$ cat src/rtl/z80_mem_arbiter_if.sv
// Requester/memory bus bundle for z80_mem_arbiter: per-port request side plus
// the registered strobe/address/data side toward the Z80 behavioural memory.
interface z80_mem_arbiter_if #(
  parameter int N = 2
);
  logic [N-1:0]       req;
  logic [N-1:0]       we;
  logic [N-1:0][15:0] addr;
  logic [N-1:0][7:0]  wdata;
  logic [N-1:0]       grant;
  logic [N-1:0]       done;
  logic               err;
  logic [7:0]         rdata;

  logic               mem_mreq_L;
  logic               mem_rd_L;
  logic               mem_wr_L;
  logic [15:0]        mem_addr;
  logic [7:0]         mem_wdata;
  logic               mem_wdata_oe;
  logic [7:0]         mem_rdata;

  modport master (
    output req, we, addr, wdata, mem_rdata,
    input  grant, done, err, rdata,
    input  mem_mreq_L, mem_rd_L, mem_wr_L, mem_addr, mem_wdata, mem_wdata_oe
  );

  modport slave (
    input  req, we, addr, wdata, mem_rdata,
    output grant, done, err, rdata,
    output mem_mreq_L, mem_rd_L, mem_wr_L, mem_addr, mem_wdata, mem_wdata_oe
  );
endinterface

$ cat src/rtl/z80_mem_arbiter.sv
// Round-robin arbiter sequencing N requesters onto the single-ported Z80 memory
// strobe protocol: IDLE -> STROBE (strobes low) -> HOLD (commit edge) -> IDLE.
module z80_mem_arbiter #(
  parameter int N         = 2,
  parameter int MEM_DEPTH = 200
) (
  input logic              clk,
  input logic              rst,
  z80_mem_arbiter_if.slave bus
);

  localparam int          IW    = (N > 1) ? $clog2(N) : 1;
  localparam logic [16:0] DEPTH = 17'(MEM_DEPTH);
  localparam logic [N-1:0] ONE  = N'(1);

  typedef enum logic [1:0] {IDLE, STROBE, HOLD} state_t;

  state_t        state;
  logic [IW-1:0] last;
  logic [IW-1:0] owner;
  logic          is_write;
  logic          is_err;

  logic [IW-1:0] pick_idx;
  logic          pick_valid;
  logic          pick_oor;
  int            cand;

  // Search starts just after the last granted port so every requester gets a turn.
  always_comb begin
    pick_idx   = '0;
    pick_valid = 1'b0;
    cand       = 0;
    for (int k = 1; k <= N; k++) begin
      cand = (int'(last) + k) % N;
      if (!pick_valid && bus.req[IW'(cand)]) begin
        pick_valid = 1'b1;
        pick_idx   = IW'(cand);
      end
    end
    pick_oor = {1'b0, bus.addr[pick_idx]} >= DEPTH;
  end

  always_ff @(posedge clk or posedge rst) begin
    if (rst) begin
      state            <= IDLE;
      last             <= IW'(N - 1);
      owner            <= '0;
      is_write         <= 1'b0;
      is_err           <= 1'b0;
      bus.grant        <= '0;
      bus.done         <= '0;
      bus.err          <= 1'b0;
      bus.rdata        <= 8'h00;
      bus.mem_mreq_L   <= 1'b1;
      bus.mem_rd_L     <= 1'b1;
      bus.mem_wr_L     <= 1'b1;
      bus.mem_addr     <= 16'h0000;
      bus.mem_wdata    <= 8'h00;
      bus.mem_wdata_oe <= 1'b0;
    end else begin
      bus.done <= '0;
      bus.err  <= 1'b0;
      case (state)
        IDLE: begin
          if (pick_valid) begin
            owner         <= pick_idx;
            is_write      <= bus.we[pick_idx];
            is_err        <= pick_oor;
            bus.grant     <= ONE << pick_idx;
            bus.mem_addr  <= bus.addr[pick_idx];
            bus.mem_wdata <= bus.wdata[pick_idx];
            // Out-of-range accesses keep the timing but never touch the memory.
            if (!pick_oor) begin
              bus.mem_mreq_L <= 1'b0;
              if (bus.we[pick_idx]) begin
                bus.mem_wr_L     <= 1'b0;
                bus.mem_wdata_oe <= 1'b1;
              end else begin
                bus.mem_rd_L <= 1'b0;
              end
            end
            state <= STROBE;
          end
        end
        STROBE: begin
          bus.mem_mreq_L <= 1'b1;
          bus.mem_rd_L   <= 1'b1;
          bus.mem_wr_L   <= 1'b1;
          state          <= HOLD;
        end
        HOLD: begin
          bus.done         <= bus.grant;
          bus.err          <= is_err;
          bus.mem_wdata_oe <= 1'b0;
          bus.grant        <= '0;
          last             <= owner;
          if (!is_write) begin
            bus.rdata <= is_err ? 8'hFF : bus.mem_rdata;
          end
          state <= IDLE;
        end
        default: state <= IDLE;
      endcase
    end
  end

endmodule
$ cat src/flat_wrapper.sv
// flat-port wrapper written by rule: the top's interface ports become plain ports
module z80_mem_arbiter_flat 
#(
  parameter int N         = 2,
  parameter int MEM_DEPTH = 200
)
  (clk, rst, bus_req, bus_we, bus_addr, bus_wdata, bus_mem_rdata, bus_grant, bus_done, bus_err, bus_rdata, bus_mem_mreq_L, bus_mem_rd_L, bus_mem_wr_L, bus_mem_addr, bus_mem_wdata, bus_mem_wdata_oe);
  z80_mem_arbiter_if #(.N(N)) bus_i ();
  input logic clk;
  input logic rst;
  input wire logic [$bits(bus_i.req)-1:0] bus_req;
  input wire logic [$bits(bus_i.we)-1:0] bus_we;
  input wire logic [$bits(bus_i.addr)-1:0] bus_addr;
  input wire logic [$bits(bus_i.wdata)-1:0] bus_wdata;
  input wire logic [$bits(bus_i.mem_rdata)-1:0] bus_mem_rdata;
  output wire logic [$bits(bus_i.grant)-1:0] bus_grant;
  output wire logic [$bits(bus_i.done)-1:0] bus_done;
  output wire logic [$bits(bus_i.err)-1:0] bus_err;
  output wire logic [$bits(bus_i.rdata)-1:0] bus_rdata;
  output wire logic [$bits(bus_i.mem_mreq_L)-1:0] bus_mem_mreq_L;
  output wire logic [$bits(bus_i.mem_rd_L)-1:0] bus_mem_rd_L;
  output wire logic [$bits(bus_i.mem_wr_L)-1:0] bus_mem_wr_L;
  output wire logic [$bits(bus_i.mem_addr)-1:0] bus_mem_addr;
  output wire logic [$bits(bus_i.mem_wdata)-1:0] bus_mem_wdata;
  output wire logic [$bits(bus_i.mem_wdata_oe)-1:0] bus_mem_wdata_oe;
  assign bus_i.req = bus_req;
  assign bus_i.we = bus_we;
  assign bus_i.addr = bus_addr;
  assign bus_i.wdata = bus_wdata;
  assign bus_i.mem_rdata = bus_mem_rdata;
  assign bus_grant = bus_i.grant;
  assign bus_done = bus_i.done;
  assign bus_err = bus_i.err;
  assign bus_rdata = bus_i.rdata;
  assign bus_mem_mreq_L = bus_i.mem_mreq_L;
  assign bus_mem_rd_L = bus_i.mem_rd_L;
  assign bus_mem_wr_L = bus_i.mem_wr_L;
  assign bus_mem_addr = bus_i.mem_addr;
  assign bus_mem_wdata = bus_i.mem_wdata;
  assign bus_mem_wdata_oe = bus_i.mem_wdata_oe;
  z80_mem_arbiter #(.N(N), .MEM_DEPTH(MEM_DEPTH)) u_core (.clk(clk), .rst(rst), .bus(bus_i));
endmodule
$ cat config.mk
export PLATFORM = sky130hd
export DESIGN_NAME = z80_mem_arbiter_flat
export DESIGN_NICKNAME = d
export VERILOG_FILES = /design/src/rtl/z80_mem_arbiter_if.sv /design/src/rtl/z80_mem_arbiter.sv /design/src/flat_wrapper.sv
export SDC_FILE = /design/constraint.sdc
export NUM_CORES = 1
export LEC_CHECK = 0
export CORE_AREA = 2 2 68 83
export CTS_CLUSTER_DIAMETER = 150
export DETAILED_ROUTE_END_ITERATION = 7
export DIE_AREA = 0 0 70 85
export GPL_TIMING_DRIVEN = 1
export PLACE_DENSITY = 0.79
export SLEW_MARGIN = 25
export SYNTH_ARGS = -nofsm -noshare
export SYNTH_HDL_FRONTEND = slang
export SYNTH_SLANG_ARGS = --single-unit
$ cat constraint.sdc
create_clock -name clk -period 1.97 [get_ports clk]
set_input_delay 0.2955 -clock clk [delete_from_list [all_inputs] [get_ports clk]]
set_output_delay 0.2955 -clock clk [all_outputs]
set_load 0.005 [all_outputs]
==> qor.csv, run 1 <==
stage,metric,value,unit
critical_path,crit_type,in -> reg,
floorplanning,die_y,85,um
critical_path,critPathArrivalTime,1.98,ns
sta,timing.final.crit_share,89.15,%
place,place.gp.congestion,0.8082,
final_layout,antenna_cells,0,
sta,fin_crit,1.756,ns
sta,max_slew_margin,76.04,%
detailed_routing,viasPerCell,4.895,
sta,final-hold-violation-count,0,
cts,cts_tree,built,
cts,htreeDepth,2,
final_layout,final_cell_mix,"clkdlybuf4s50_1 (101), dfrtp_1 (43), nand2_1 (42)",
cts,root_buffer,clkbuf_8,
critical_path,cp-end-kind,flop,
floorplanning,core,0.005152,mm2
final_layout,fill_cells,450,
detailed_routing,wire_per_inst,13.51,um
floorplanning,dieWidth,70,um
critical_path,start_kind,primary input,
synthesis,syn_inst,219,
synthesis,ys_types,25,
pwr,peakVddDrop,0.5472,mV
critical_path,ff2ff_setup_slack,0.23,ns
cts,cts_setup_buffers,0,
critical_path,crit_chain,"clkdlybuf4s50_1, nand2b_4, mux2i_1, o21ai_1, a221o_1, o22a_1",
floorplanning,rows,29,
synthesis,seq_area_frac_synth,58.49,%
cts,clkSinkCount,47,
floorplanning,dieArea,0.005950,mm2
synthesis,synthesis.nets,281,
synthesis,synth_top_family_by_area,simple AND/OR/NAND/NOR gates,
critical_path,rr_endpoint,u_core.bus.mem_wr_L$_DFFE_PP1P_,
sta,fmax,569.4,MHz
critical_path,crit_fanout,7,
detailed_routing,route.detailed.drc,0,
global_routing,grt_pass1_vias,1927,
synthesis,netlist_area,0.002019,mm2
status,status,"complete, no violations",
cts,cts_buffers,5,
cts,cts_hold_buf,0,
critical_path,path_buf_inv,1,
synthesis,ys_ff_latch,47,
place,dp.final_hpwl,4.187,mm
final_layout,final_common_cell,clkdlybuf4s50_1,
place,portBuffers,101,
synthesis,synth-compound-area-share,16.48,%
final_layout,drive_gt1_share,8.788,%
detailed_routing,firstDrtPassIters,4,
sta,hold_ws,0.3255,ns
cts,clk_pin_slew_worst_paths,0.08,ns
synthesis,synth_xor_area_share,0,%
min_path,worstHoldPathType,in -> async,
final_layout,synthToLayoutAreaGrowth,62.45,%
sta,grt_setup_unrepaired,false,
critical_path,crit_slowest_cell,clkdlybuf4s50_1,
synthesis,synth_fa_ha_area_share,0,%
synthesis,yosysWarnings,0,
place,dpl_cell_area,0.003174,mm2
final_layout,final_nets,391,
global_routing,overflow,0,
critical_path,crit_required,2.19,ns
sta,fin_skew,0.008454,ns
pwr,power.density,994.6,mW/mm2
global_routing,grt_max_degree,29,
cts,clock_latency,0.29,ns
final_layout,final_area,0.003281,mm2
detailed_routing,drt_wl_total,5.297,mm
sta,maxSlewViolCount,0,
critical_path,critPathMaxStageDelay,0.55,ns
synthesis,syn_avg_cell_area,9.221,um2
detailed_routing,routed-via-count,1919,
global_routing,antenna_found_initial,0,
run,drv_cap,0,
critical_path,r2r_cells,5,
detailed_routing,route.antenna.remaining_nets,0,
cts,cts_buffer_depth,2,
sta,tightest_slew,0.3561,ns
detailed_routing,drt_iter0_markers,103,
critical_path,critical-path-top-delay-family,compound AO/OA/AOI/OAI gates,
global_routing,grt_util_all_layers,18.70,%
sta,setup_viol,0,
global_routing,grt_pass1_wl,8.873,mm
floorplanning,start_util,39.19,%
floorplanning,ios,103,
pwr,leakage,0.001356,uW
synthesis,synth_simple_gate_area_share,20.07,%
cts,cts_resized,0,
synthesis,synthMuxAreaShare,0.9913,%
critical_path,r2r-start,u_core.last$_DFFE_PP1P_,
[flip-flops by register name (all words and copies together) (netlist names)]
signal	flops
u_core.bus.mem_addr	16
u_core.bus.mem_wdata	8
u_core.bus.rdata	8
u_core.bus.done	2
u_core.bus.grant	2
u_core.state	2
u_core.bus.err	1
u_core.bus.mem_mreq_L	1
u_core.bus.mem_rd_L	1
u_core.bus.mem_wdata_oe	1
u_core.bus.mem_wr_L	1
u_core.is_err	1
u_core.is_write	1
u_core.last	1
u_core.owner	1
[final cells by class]
cell class | instances | area, um2 | area share (%)
Clock inverter | 1 | 30.03 | 0.9153
Tap cell | 62 | 77.57 | 2.365
Timing Repair Buffer | 117 | 1144 | 34.86
Multi-Input combinational cell | 155 | 760.7 | 23.19
Clock buffer | 7 | 76.32 | 2.326
Sequential cell | 47 | 1181 | 36.00
Inverter | 3 | 11.26 | 0.3432
[tightest hold or removal path: stages]
cell             delay [ns]
clkdlybuf4s50_1        0.41
inv_2                  0.08
buf_12                 0.19
[per-layer routing]
metal / GRT usage, % / part of all wire, % / routed length [um] / up-vias
met3: 4.276 / 6.1 / 324 / 5
met4: 6.119 / 1.6 / 83 / 0
met1: 22.83 / 40 / 2124 / 883
met2: 32.73 / 52 / 2765 / 64
met5: 0 / 0 / 0 / -
li1: - / - / - / 967
[power breakdown]
group	internal, uW	switching, uW
clock network	380	296
logic	728	511
registers	1220	132
total	2320	939
[synth_stat cells]
| cell | count | area, um2 |
|---|---|---|
| dfrtp_1 | 43 | 1076 |
| nand2_1 | 42 | 157.7 |
| nor2_1 | 37 | 138.9 |
| o21ai_0 | 16 | 80.08 |
| a31oi_1 | 13 | 81.33 |
| a21oi_1 | 11 | 55.05 |
| o22ai_1 | 11 | 68.82 |
| clkbuf_1 | 8 | 30.03 |
| dfstp_2 | 4 | 105.1 |
| nor4_1 | 4 | 25.02 |
| and2_1 | 3 | 18.77 |
| buf_1 | 3 | 11.26 |
| inv_1 | 3 | 11.26 |
| nand3_1 | 3 | 15.01 |
| nor2b_1 | 3 | 18.77 |
| buf_6 | 2 | 22.52 |
| mux2i_1 | 2 | 20.02 |
| nor3_1 | 2 | 10.01 |
| o21a_1 | 2 | 15.01 |
| o22a_1 | 2 | 17.52 |
| a221o_1 | 1 | 10.01 |
| buf_2 | 1 | 5.000 |
| nand2b_4 | 1 | 13.76 |
| nand3b_1 | 1 | 7.510 |
| o21ai_1 | 1 | 5.000 |
[logic make-up (layout without fill, tap and decap cells)]
logic type             Yosys count  after routing
multiplexers                     2              2
AO/OA/AOI/OAI                   57             57
buffers and inverters           17            128
flip-flops                      47             47
AND/OR/NAND/NOR                 96             96
[through the flow]
step           setup TNS, ns  setup slack (ns)  instances  util [%]  total power, uW
2_1_floorplan              0            0.2126        219         -             1881
3_3_place_gp        -0.09509          -0.06163        384     61.61             2589
3_5_place_dp         -0.1759          -0.07665        384     61.61             2625
4_1_cts                    0            0.2164        392     63.67             3304
5_1_grt                    0            0.1512        392     63.67             3480
6_report                   0            0.2137        392     63.67             3263
[how the worst max path moves through the flow]
stage | start | to | slack, ns | cells after the start
4_1_cts | u_core.last$_DFFE_PP1P_ | u_core.bus.mem_wr_L$_DFFE_PP1P_ | 0.22 | 5
5_1_grt | u_core.last$_DFFE_PP1P_ | u_core.bus.mem_wdata_oe$_DFFE_PP0P_ | 0.15 | 5
2_1_floorplan | u_core.last$_DFFE_PP1P_ | u_core.bus.mem_wr_L$_DFFE_PP1P_ | 0.21 | 7
3_5_place_dp | bus_req[0] | u_core.bus.mem_wr_L$_DFFE_PP1P_ | -0.08 | 6
3_3_place_gp | bus_req[0] | u_core.bus.mem_wr_L$_DFFE_PP1P_ | -0.06 | 6
6_report | bus_req[0] | u_core.bus.mem_wr_L$_DFFE_PP1P_ | 0.21 | 6
(Power assumes the default switching activity.)
==> inputs of run 2 (changes only) <==
--- a/config.mk
+++ b/config.mk
@@ -5,12 +5,12 @@
 export SDC_FILE = /design/constraint.sdc
 export NUM_CORES = 1
 export LEC_CHECK = 0
-export CORE_AREA = 2 2 68 83
+export CORE_AREA = 3 3 61 106
 export CTS_CLUSTER_DIAMETER = 150
 export DETAILED_ROUTE_END_ITERATION = 7
-export DIE_AREA = 0 0 70 85
+export DIE_AREA = 0 0 64 109
 export GPL_TIMING_DRIVEN = 1
-export PLACE_DENSITY = 0.79
+export PLACE_DENSITY = 0.74
 export SLEW_MARGIN = 25
 export SYNTH_ARGS = -nofsm -noshare
 export SYNTH_HDL_FRONTEND = slang
==> constraint.sdc (replaced) <==
create_clock -name clk -period 1.6 [get_ports clk]
set_input_delay 0.24 -clock clk [delete_from_list [all_inputs] [get_ports clk]]
set_output_delay 0.24 -clock clk [all_outputs]
set_load 0.005 [all_outputs]
==> run 2 against run 1 <==
Against the previous run:
- the flow now finishes with violations (setup timing)
- critical path depth decreased by 1
- flip-flop and latch count stayed put
- wire length grew 6.7%
- final area is 1.5% higher
- via count increased by 3.4%
- clock skew is 0.0053 ns lower
- global-route usage fell by 1.7 points
- worst setup slack worse by 0.36 ns
- first-iteration DRC count shrank 46%
- clock power down 0.9%
- critical endpoint unchanged
- largest cell class is now buffers
==> qor.csv, run 2 (synthesis results as in run 1) <==
stage,metric,value,unit,change
status,status,"complete, but fails checks",,
status,violations,setup timing,,
critical_path,r2r_cells,5,,unchanged
detailed_routing,drt_iter0_markers,56,,-46%
cts,cts_tree,built,,
cts,htreeDepth,2,,unchanged
place,portBuffers,101,,unchanged
final_layout,synthToLayoutAreaGrowth,64.93,%,
critical_path,critPathArrivalTime,1.97,ns,about the same
place,dpl_cell_area,0.003207,mm2,+1.0%
critical_path,start_kind,flop,,
run,drv_cap,0,,unchanged
pwr,peakVddDrop,0.8129,mV,+49%
pwr,total_power,3927,uW,+20%
cts,clkSinkCount,47,,unchanged
critical_path,cp-endpoint,u_core.bus.mem_wr_L$_DFFE_PP1P_,,
cts,cts_buffers,5,,unchanged
critical_path,ff2ff_setup_slack,-0.15,ns,-0.38 ns
critical_path,rr_endpoint,u_core.bus.mem_wr_L$_DFFE_PP1P_,,
global_routing,grt.met2_usage,31.53,%,-1.2 points
critical_path,crit_type,reg -> reg,,
final_layout,final_common_cell,clkdlybuf4s50_1,,
final_layout,largest_register_ffs,16,,unchanged
floorplanning,dieWidth,64,um,-8.6%
sta,setup_ws,-0.1497,ns,-0.3634 ns
critical_path,cp-end-kind,flop,,
critical_path,crit_required,1.82,ns,-0.37 ns
global_routing,met3_usage,2.990,%,-1.3 points
floorplanning,ios,103,,unchanged
sta,setup_viol,5,,+5
global_routing,overflow,0,,unchanged
critical_path,crit_start,u_core.last$_DFFE_PP1P_,,
global_routing,grt_max_degree,24,,-17%
pwr,leakage,0.001375,uW,+1.4%
detailed_routing,routed-via-count,1984,,+3.4%
detailed_routing,viasPerCell,4.827,,-1.4%
sta,fin_crit,1.750,ns,
global_routing,grt_pass1_wl,9.301,mm,+4.8%
place,dp.final_hpwl,4.479,mm,+7.0%
sta,final-hold-violation-count,0,,unchanged
critical_path,crit_fanout,5,,-2
global_routing,use_met1,18.70,%,-4.1 points
min_path,worstHoldPathType,in -> async,,
final_layout,drive_gt1_share,10.75,%,+2.0 points
global_routing,grt-busiest-layer,met2,,
place,dp_cells,400,,+4.2%
global_routing,grt_pass1_vias,2035,,+5.6%
detailed_routing,firstDrtPassIters,4,,unchanged
cts,root_buffer,clkbuf_8,,
place,place.gp.congestion,0.8438,,+4.4%
detailed_routing,wire_per_inst,13.75,um,+1.8%
sta,timing.final.crit_share,109.4,%,
final_layout,final_area,0.003331,mm2,+1.5%
pwr,power.density,1179,mW/mm2,+19%
detailed_routing,route.antenna.remaining_nets,0,,unchanged
sta,maxSlewViolCount,0,,unchanged
cts,cts_buffer_depth,2,,unchanged
cts,cts_hold_buf,0,,unchanged
final_layout,final_cell_mix,"clkdlybuf4s50_1 (97), dfrtp_1 (43), nand2_1 (42)",,
detailed_routing,drt_wl_total,5.652,mm,+6.7%
final_layout,fin_cells,411,,+4.8%
sta,max_slew_margin,73.79,%,-2.3 points
final_layout,final_nets,396,,+1.3%
sta,grt_setup_unrepaired,true,,
floorplanning,core,0.005630,mm2,+9.3%
final_layout,antenna_cells,0,,unchanged
critical_path,r2r-start,u_core.last$_DFFE_PP1P_,,
sta,fin_skew,0.003148,ns,-0.005306 ns
sta,tightest_slew,0.3896,ns,+0.03351 ns
global_routing,antenna_found_initial,0,,unchanged
floorplanning,rows,36,,+24%
floorplanning,start_util,35.87,%,-3.3 points
detailed_routing,route.detailed.drc,0,,unchanged
final_layout,reg_top3,"u_core.bus.mem_addr (16), u_core.bus.mem_wdata (8), u_core.bus.rdata (8)",,
global_routing,grt_util_all_layers,17.00,%,-1.7 points
cts,clk_pin_slew_worst_paths,0.08,ns,about the same
floorplanning,die_y,109,um,+28%
floorplanning,dieArea,0.006976,mm2,+17%
sta,fmax,571.5,MHz,
cts,clock_latency,0.29,ns,about the same
final_layout,regMostFlops,u_core.bus.mem_addr,,
==> run 2: cell count changes in the layout (fill, tap and decap cells not counted), sizes merged <==
cell,change
buf,+5
bufinv,-1
clkdlybuf4s50,-4
clkinv,+1
dlymetal6s2s,+4
==> run 2: final cells by class <==
type | count | area, um2
Multi-Input combinational cell | 155 | 770.7
Sequential cell | 47 | 1181
Timing Repair Buffer | 122 | 1191
Clock inverter | 1 | 5.005
Clock buffer | 7 | 76.32
Tap cell | 76 | 95.09
Inverter | 3 | 11.26
Fill cell | 504 | 2300
==> run 2: stage by stage <==
| step | hold WS, ns | util, % | TNS (ns) | setup WS [ns] |
|---|---|---|---|---|
| finish | 0.2139 | 59.16 | -0.5341 | -0.1497 |
| global placement | 0.4622 | 56.96 | -2.641 | -0.3731 |
| global route | 0.2387 | 59.16 | -0.8000 | -0.1992 |
| CTS | 0.2198 | 58.67 | -0.3906 | -0.1207 |
| floorplan | 0.3877 | - | -0.5480 | -0.1574 |
| detailed placement | 0.4681 | 56.96 | -3.496 | -0.3887 |
==> run 2: report_power, final <==
group,total [uW],switching (uW),internal (uW),leakage [uW]
registers,1670,174,1500,0.000531
logic,1590,650,935,0.000802
clock network,670,363,307,0.0000422
==> run 2: routing by layer <==
layer	up-vias	part of all wire, %
li1	976	-
met1	930	38
met2	68	55
met3	10	4.4
met4	0	2.4
met5	-	0
==> run 2: worst min path at each step <==
| stage | end | slack (ns) | start |
|---|---|---|---|
| after floorplan | u_core.bus.mem_addr[10]$_DFFE_PP0P_ | 0.39 | bus_addr[26] |
| after global placement | u_core.bus.mem_addr[2]$_DFFE_PP0P_ | 0.46 | u_core.bus.mem_addr[2]$_DFFE_PP0P_ |
| after detailed placement | u_core.last$_DFFE_PP1P_ | 0.47 | u_core.owner$_DFFE_PP0P_ |
| after CTS | u_core.bus.rdata[7]$_DFFE_PP0P_ | 0.22 | rst |
| after global routing | u_core.bus.rdata[7]$_DFFE_PP0P_ | 0.24 | rst |
| final | u_core.bus.rdata[2]$_DFFE_PP0P_ | 0.21 | rst |
==> run 2: timing repair <==
item	in CTS	in global routing
pin swaps	0	0
setup endpoints to repair	5	8
gates resized for setup	0	6
buffers inserted	2	1
endpoints found under the hold margin	0	0
==> run 2: worst max-delay path: stages (launching register included) <==
cell,delay (ns)
dfstp_2,0.56
nand2b_4,0.16
mux2i_2,0.26
o21ai_1,0.10
a221o_1,0.40
o22a_1,0.22
